## src/rtl/boid_pkg.sv

```systemverilog
// Shared types and constants for the boid accelerator datapath.
// Holds the default fixed-point format, range constants and the accumulator FSM encoding.
package boid_pkg;

    localparam int BOID_W      = 32;
    localparam int BOID_FRAC   = 16;
    localparam int PROT_R_DEF  = 8;
    localparam int VIS_R_DEF   = 40;

    typedef logic signed [BOID_W-1:0] fix_t;

    typedef enum logic [1:0] {
        IDLE  = 2'd0,
        ACCUM = 2'd1,
        DRAIN = 2'd2,
        DONE  = 2'd3
    } fsm_e;

endpackage

```

## src/rtl/boid_dist_est.sv

```systemverilog
// Distance estimate helpers: saturating abs of the deltas (stage 1) and the
// alpha-max-beta-min estimate max + min/2 of the registered magnitudes (stage 2).
module boid_dist_est
    import boid_pkg::*;
#(
    parameter int W = BOID_W
) (
    input  logic signed [W-1:0] dx,
    input  logic signed [W-1:0] dy,
    output logic        [W-1:0] adx,
    output logic        [W-1:0] ady,
    input  logic        [W-1:0] mag_a,
    input  logic        [W-1:0] mag_b,
    output logic        [W:0]   est
);

    // The most negative value has no positive twin; clamp it to the largest positive.
    function automatic logic [W-1:0] sat_abs(input logic signed [W-1:0] v);
        if (v == {1'b1, {(W-1){1'b0}}})
            return {1'b0, {(W-1){1'b1}}};
        return v[W-1] ? W'(-v) : W'(v);
    endfunction

    logic [W-1:0] hi;
    logic [W-1:0] lo;

    assign adx = sat_abs(dx);
    assign ady = sat_abs(dy);

    assign hi  = (mag_a >= mag_b) ? mag_a : mag_b;
    assign lo  = (mag_a >= mag_b) ? mag_b : mag_a;
    assign est = {1'b0, hi} + {2'b00, lo[W-1:1]};

endmodule

```

## src/rtl/boid_neigh_accum.sv

```systemverilog
// Streaming neighbour accumulator: latches a self boid, classifies each incoming
// neighbour as protected/visual/ignored and presents per-frame sums on a valid/ready output.
module boid_neigh_accum
    import boid_pkg::*;
#(
    parameter int W         = BOID_W,
    parameter int FRAC      = BOID_FRAC,
    parameter int CNT_W     = 8,
    parameter int IDX_W     = 6,
    parameter int PROT_R    = PROT_R_DEF,
    parameter int VIS_R     = VIS_R_DEF,
    parameter int SKIP_SELF = 1,
    localparam int ACC_W    = W + CNT_W
) (
    input  logic                    clk,
    input  logic                    reset,
    input  logic                    start,
    input  logic signed [W-1:0]     self_x,
    input  logic signed [W-1:0]     self_y,
    input  logic signed [W-1:0]     self_vx,
    input  logic signed [W-1:0]     self_vy,
    input  logic        [IDX_W-1:0] self_idx,
    input  logic                    in_valid,
    output logic                    in_ready,
    input  logic signed [W-1:0]     in_x,
    input  logic signed [W-1:0]     in_y,
    input  logic signed [W-1:0]     in_vx,
    input  logic signed [W-1:0]     in_vy,
    input  logic        [IDX_W-1:0] in_idx,
    input  logic                    in_last,
    output logic                    out_valid,
    input  logic                    out_ready,
    output logic signed [ACC_W-1:0] close_dx,
    output logic signed [ACC_W-1:0] close_dy,
    output logic signed [ACC_W-1:0] avg_x,
    output logic signed [ACC_W-1:0] avg_y,
    output logic signed [ACC_W-1:0] avg_vx,
    output logic signed [ACC_W-1:0] avg_vy,
    output logic        [CNT_W-1:0] neigh_cnt,
    output logic                    cnt_ovf,
    output logic                    busy
);

    localparam logic [W:0]       PROT_LIM = (W+1)'(PROT_R) << FRAC;
    localparam logic [W:0]       VIS_LIM  = (W+1)'(VIS_R) << FRAC;
    localparam logic [CNT_W-1:0] CNT_MAX  = '1;

    fsm_e               state;
    logic signed [W-1:0] sx, sy;
    logic [IDX_W-1:0]   sidx;
    logic [2:1]         vld_pipe;
    logic               fire;
    logic               clr;

    logic signed [W-1:0] dx, dy;
    logic [W-1:0]       adx, ady;
    logic [W:0]         est;
    logic               is_prot, is_vis;

    logic signed [W-1:0] s1_dx, s1_dy, s1_x, s1_y, s1_vx, s1_vy;
    logic [W-1:0]       s1_adx, s1_ady;
    logic               s1_skip;

    assign in_ready  = (state == ACCUM);
    assign out_valid = (state == DONE);
    assign busy      = (state != IDLE);
    assign fire      = in_valid & in_ready;
    assign clr       = (state == IDLE) & start;

    always_ff @(posedge clk) begin
        if (!reset) begin
            state <= IDLE;
            sx    <= '0;
            sy    <= '0;
            sidx  <= '0;
        end else begin
            case (state)
                IDLE: if (start) begin
                    state <= ACCUM;
                    sx    <= self_x;
                    sy    <= self_y;
                    sidx  <= self_idx;
                end
                ACCUM: if (fire && in_last) state <= DRAIN;
                DRAIN: if (vld_pipe == '0) state <= DONE;
                DONE:  if (out_ready) state <= IDLE;
                default: state <= IDLE;
            endcase
        end
    end

    // Self velocity only matters downstream; accepted but not needed for these sums.
    logic unused_self_v;
    assign unused_self_v = ^{self_vx, self_vy};

    assign dx = in_x - sx;
    assign dy = in_y - sy;

    boid_dist_est #(.W(W)) u_est (
        .dx    (dx),
        .dy    (dy),
        .adx   (adx),
        .ady   (ady),
        .mag_a (s1_adx),
        .mag_b (s1_ady),
        .est   (est)
    );

    always_ff @(posedge clk) begin
        if (!reset) vld_pipe <= '0;
        else        vld_pipe <= {vld_pipe[1], fire};
    end

    always_ff @(posedge clk) begin
        if (fire) begin
            s1_dx   <= dx;
            s1_dy   <= dy;
            s1_adx  <= adx;
            s1_ady  <= ady;
            s1_x    <= in_x;
            s1_y    <= in_y;
            s1_vx   <= in_vx;
            s1_vy   <= in_vy;
            s1_skip <= (SKIP_SELF != 0) && (in_idx == sidx);
        end
    end

    assign is_prot = (est < PROT_LIM);
    assign is_vis  = (est < VIS_LIM);

    // Protected sums keep accumulating after the visual counter saturates.
    always_ff @(posedge clk) begin
        if (!reset || clr) begin
            close_dx  <= '0;
            close_dy  <= '0;
            avg_x     <= '0;
            avg_y     <= '0;
            avg_vx    <= '0;
            avg_vy    <= '0;
            neigh_cnt <= '0;
            cnt_ovf   <= 1'b0;
        end else if (vld_pipe[1] && !s1_skip) begin
            if (is_prot) begin
                close_dx <= close_dx - ACC_W'(s1_dx);
                close_dy <= close_dy - ACC_W'(s1_dy);
            end else if (is_vis) begin
                if (neigh_cnt == CNT_MAX) begin
                    cnt_ovf <= 1'b1;
                end else begin
                    avg_x     <= avg_x  + ACC_W'(s1_x);
                    avg_y     <= avg_y  + ACC_W'(s1_y);
                    avg_vx    <= avg_vx + ACC_W'(s1_vx);
                    avg_vy    <= avg_vy + ACC_W'(s1_vy);
                    neigh_cnt <= neigh_cnt + 1'b1;
                end
            end
        end
    end

endmodule

```

## config.mk

```make
export PLATFORM = sky130hd
export DESIGN_NAME = boid_neigh_accum
export DESIGN_NICKNAME = d
export VERILOG_FILES = /design/src/rtl/boid_pkg.sv /design/src/rtl/boid_dist_est.sv /design/src/rtl/boid_neigh_accum.sv
export SDC_FILE = /design/constraint.sdc
export NUM_CORES = 2
export LEC_CHECK = 0
export CORE_UTILIZATION = 55
export DETAILED_ROUTE_END_ITERATION = 16
export PLACE_DENSITY = 0.85
export SLEW_MARGIN = 20
export SYNTH_ARGS = -nofsm -noshare
export SYNTH_HDL_FRONTEND = slang
export SYNTH_SLANG_ARGS = --single-unit
```

## constraint.sdc

```tcl
create_clock -name clk -period 21.7 [get_ports clk]
set_input_delay 3.255 -clock clk [delete_from_list [all_inputs] [get_ports clk]]
set_output_delay 3.255 -clock clk [all_outputs]
set_load 0.02 [all_outputs]
```

==> reports/metrics.cfg <==
[logic_synthesis]
synth_enable_flop_cells=257
netlist_instances=4721
seq_area_frac_synth=0.352
synth_top_area_share=0.192
synthDistinctLibCells=87
synth_seq_cells=580
synth_warnings=0
synth_fp_nets=5369
synth-async-reset-ratio=0
synth.avg_cell_area_um2=8.53
synth_top_flop_cell=dfxtp_1
synthTopCellsByArea=edfxtp_1, dfxtp_1, ha_1, a21oi_1, o21ai_0
yosysTopAreaCell=edfxtp_1
syn_area_um2=40300

[cts]
holdBufCountCts=0
cts.clk_slew.worst_paths_ps=60
cts_setup_buffers=0
cts-root-buf=clkbuf_16
cts_resized=0
cts_buffers=68
h-tree-depth=3
cts_sinks=580
cts.path.max_buffers=3
clk_latency_ps=630
cts_tree=yes

[final_layout]
syn2layout_area_growth_pct=18.9
design_area_um2=47900
drive_gt1_frac=0.0454
instances_no_fill=6095
finalNetCount=5727

[setup_path]
critPathRequiredTime_ps=22220
arrival_ps=8670
worst_setup_path_end_kind=register
ff2ff_path_depth=23
critPathKind=register to register
start_kind=register
rr_startpoint=s1_adx[15]
reg2reg_to=avg_x[16]
r2r_slack_ps=13550
cp_max_fo=89

[floorplanning]
fp.dieW_um=273
dieArea_um2=74300
die_h_um=273
core_area_um2=72000
rows=98
initial_utilization=0.559
design.portCount=526

[power]
p_leak_nw=18.7
vdd_drop_max_uv=244
power_density_nw_per_um2=109

[grt]
grt.total_usage=0.328
gr-total-overflow=0
antenna_found_initial=17
grt_max_degree=128
grt_pass1_vias=35600
grt_pass1_wl_mm=194

[placed_design]
placed_cells=5959
placed_cell_area_um2=45600
dp_hpwl_mm=91.6
gp_congestion=0.993
port_buffers=461
preCtsSetupSlack_ps=12690

[timing]
slew_headroom=0.231
rsz0062_at_grt=no
slew_viol_final=0
finClkSkew_ps=35.0
setup_viol=0
worst_slew_pin_slew_ps=1150
hold_violations=0
tns_ps=0
final.setup.worst_slack_ps=13550
finalCriticalPeriod_ps=8150
post-route-period-util=0.375
max_freq_mhz=123

[detailed_routing]
drt_iter0_markers=3548
wire_per_inst_um=20.7
drt_pass1_iterations=7
drtAntennaViolNets=0
wirelength_mm=126
vias_per_cell=6.23
drc=0
dr_total_vias=38000

[run_status]
status=finished clean

[hold_path]
hold_class=register to register
whs_path_depth=2
hp-start=sy[24]
worstHoldEndpoint=sy[24]

[job]
max_cap_viol_count=0

-- where the power goes --
| group | internal [mW] | total, mW | switching (mW) |
|---|---|---|---|
| Clock | 0.683 | 1.17 | 0.486 |
| Combinational | 0.711 | 2.62 | 1.91 |
| Sequential | 1.33 | 1.41 | 0.0763 |
-- stage by stage --
stage               total power [mW]  utilization  hold slack (ps)
floorplan                       3.22            -              443
global placement                3.92        0.633              450
detailed placement              3.97        0.633              459
CTS                             5.14        0.665              466
global route                    5.47        0.665              479
finish                          5.20        0.665              464
-- cell usage after synthesis (12+ instances only) --
master,instances
a211o_1,15
or4_1,20
xnor2_1,202
a31oi_1,23
dfxtp_1,323
inv_1,313
nor2b_1,39
o211ai_1,31
and2_1,26
clkbuf_1,192
nand2b_1,69
or2_2,22
edfxtp_1,257
nand2_1,402
and4_1,12
a211oi_1,61
o21a_1,70
o21bai_1,61
a21oi_1,558
mux2_2,30
nor2_1,175
or3_1,29
nor3_1,82
nor4_1,32
xor2_1,74
and3_1,48
o21ai_0,413
ha_1,366
o2111ai_1,15
nand3_1,265
o31ai_1,30
nand4_1,52
mux2i_1,21
a21o_1,125
a21boi_0,82
a2111oi_0,14
-- layout make-up --
type                       count  area [um2]
clock inverter                40         384
clock buffer                  86        1860
tap                          950        1190
inverter                     314        1180
fill                        5696       24100
timing repair buffer         490        4840
sequential                   580       14200
multi-input combinational   3625       24200
antenna                       10        25.0
-- per-layer routing --
| layer | up-vias | track usage | part of all wire | wire, um |
|---|---|---|---|---|
| met4 | 14 | 0.167 | 0.051 | 6450 |
| met2 | 1743 | 0.533 | 0.46 | 58000 |
| met5 | - | 0 | 0.00072 | 90 |
| met3 | 321 | 0.0546 | 0.084 | 10600 |
| met1 | 17900 | 0.421 | 0.40 | 50800 |
| li1 | 18000 | - | - | - |
-- logic make-up (layout without fill, tap and decap cells) --
group / count (synthesis) / count (layout) / synth area share
muxes: 51 / 51 / 0.0136
xor gates and xnor gates: 276 / 276 / 0.0600
adders and majority gates: 374 / 374 / 0.118
and+or+nand+nor: 1314 / 1314 / 0.162
DFF: 580 / 580 / 0.352
buffers and inverters: 516 / 930 / 0.0486
other: 0 / 10 / 0
AOI/OAI and AO/OA: 1610 / 1610 / 0.246
-- worst max-delay path, cell delays in order (launching register included) --
cell and delay, ps:
edfxtp_1 460, ha_1 380, a21oi_1 130, o21ai_0 180, a211oi_1 320, nand2_1 200
nor3_2 240, buf_4 510, mux2_2 400, ha_1 370, nand2_1 70, o21ai_0 490
nor2_1 110, o21ai_0 570, o21ai_0 230, o211a_1 180, o31ai_1 80, xnor2_1 160
nand4b_1 230, nor4b_2 370, buf_4 860, buf_4 970, a21oi_1 170, a211oi_1 280
-- flip-flops by register name, indices dropped and copies added (netlist names), 40 cells and up --
name      flops
avg_vy       40
close_dx     40
avg_vx       40
avg_x        40
close_dy     40
avg_y        40
-- cells in the final DEF, fill, tap and decap left out, types with 20 or more instances in the layout --
cell type | synthesis | layout
or4_1 | 20 | 20
and3_1 | 48 | 48
nand4_1 | 52 | 52
clkbuf_16 | 0 | 70
o21bai_1 | 61 | 61
nand2b_1 | 69 | 69
o31ai_1 | 30 | 30
buf_4 | 0 | 28
or2_2 | 22 | 22
ha_1 | 366 | 366
nor2_1 | 175 | 173
nand3_1 | 265 | 264
o211ai_1 | 31 | 31
nor3_1 | 82 | 81
mux2_2 | 30 | 30
a211oi_1 | 61 | 59
clkdlybuf4s50_1 | 0 | 460
mux2i_1 | 21 | 21
nor2b_1 | 39 | 39
or3_1 | 29 | 29
o21a_1 | 70 | 70
xor2_1 | 74 | 74
and2_1 | 26 | 24
a21boi_0 | 82 | 82
o21ai_0 | 413 | 413
a21oi_1 | 558 | 558
a21o_1 | 125 | 125
a31oi_1 | 23 | 23
nor4_1 | 32 | 32
xnor2_1 | 202 | 202
inv_1 | 313 | 313
dfxtp_1 | 323 | 323
edfxtp_1 | 257 | 257
nand2_1 | 402 | 400
-- worst max path at each step --
| stage | start | cells after the start | slack, ps | to |
|---|---|---|---|---|
| 3_3_place_gp | in_x[0] | 17 | 12740 | s1_adx[1] |
| 3_5_place_dp | in_x[0] | 17 | 12690 | s1_adx[1] |
| 4_1_cts | in_x[0] | 17 | 13280 | s1_adx[1] |
| 2_1_floorplan | in_valid | 1 | 12030 | s1_adx[0] |
| 5_1_grt | s1_adx[15] | 23 | 13010 | avg_x[16] |
| 6_report | s1_adx[15] | 23 | 13550 | avg_x[16] |
(Power assumes the default switching activity.)
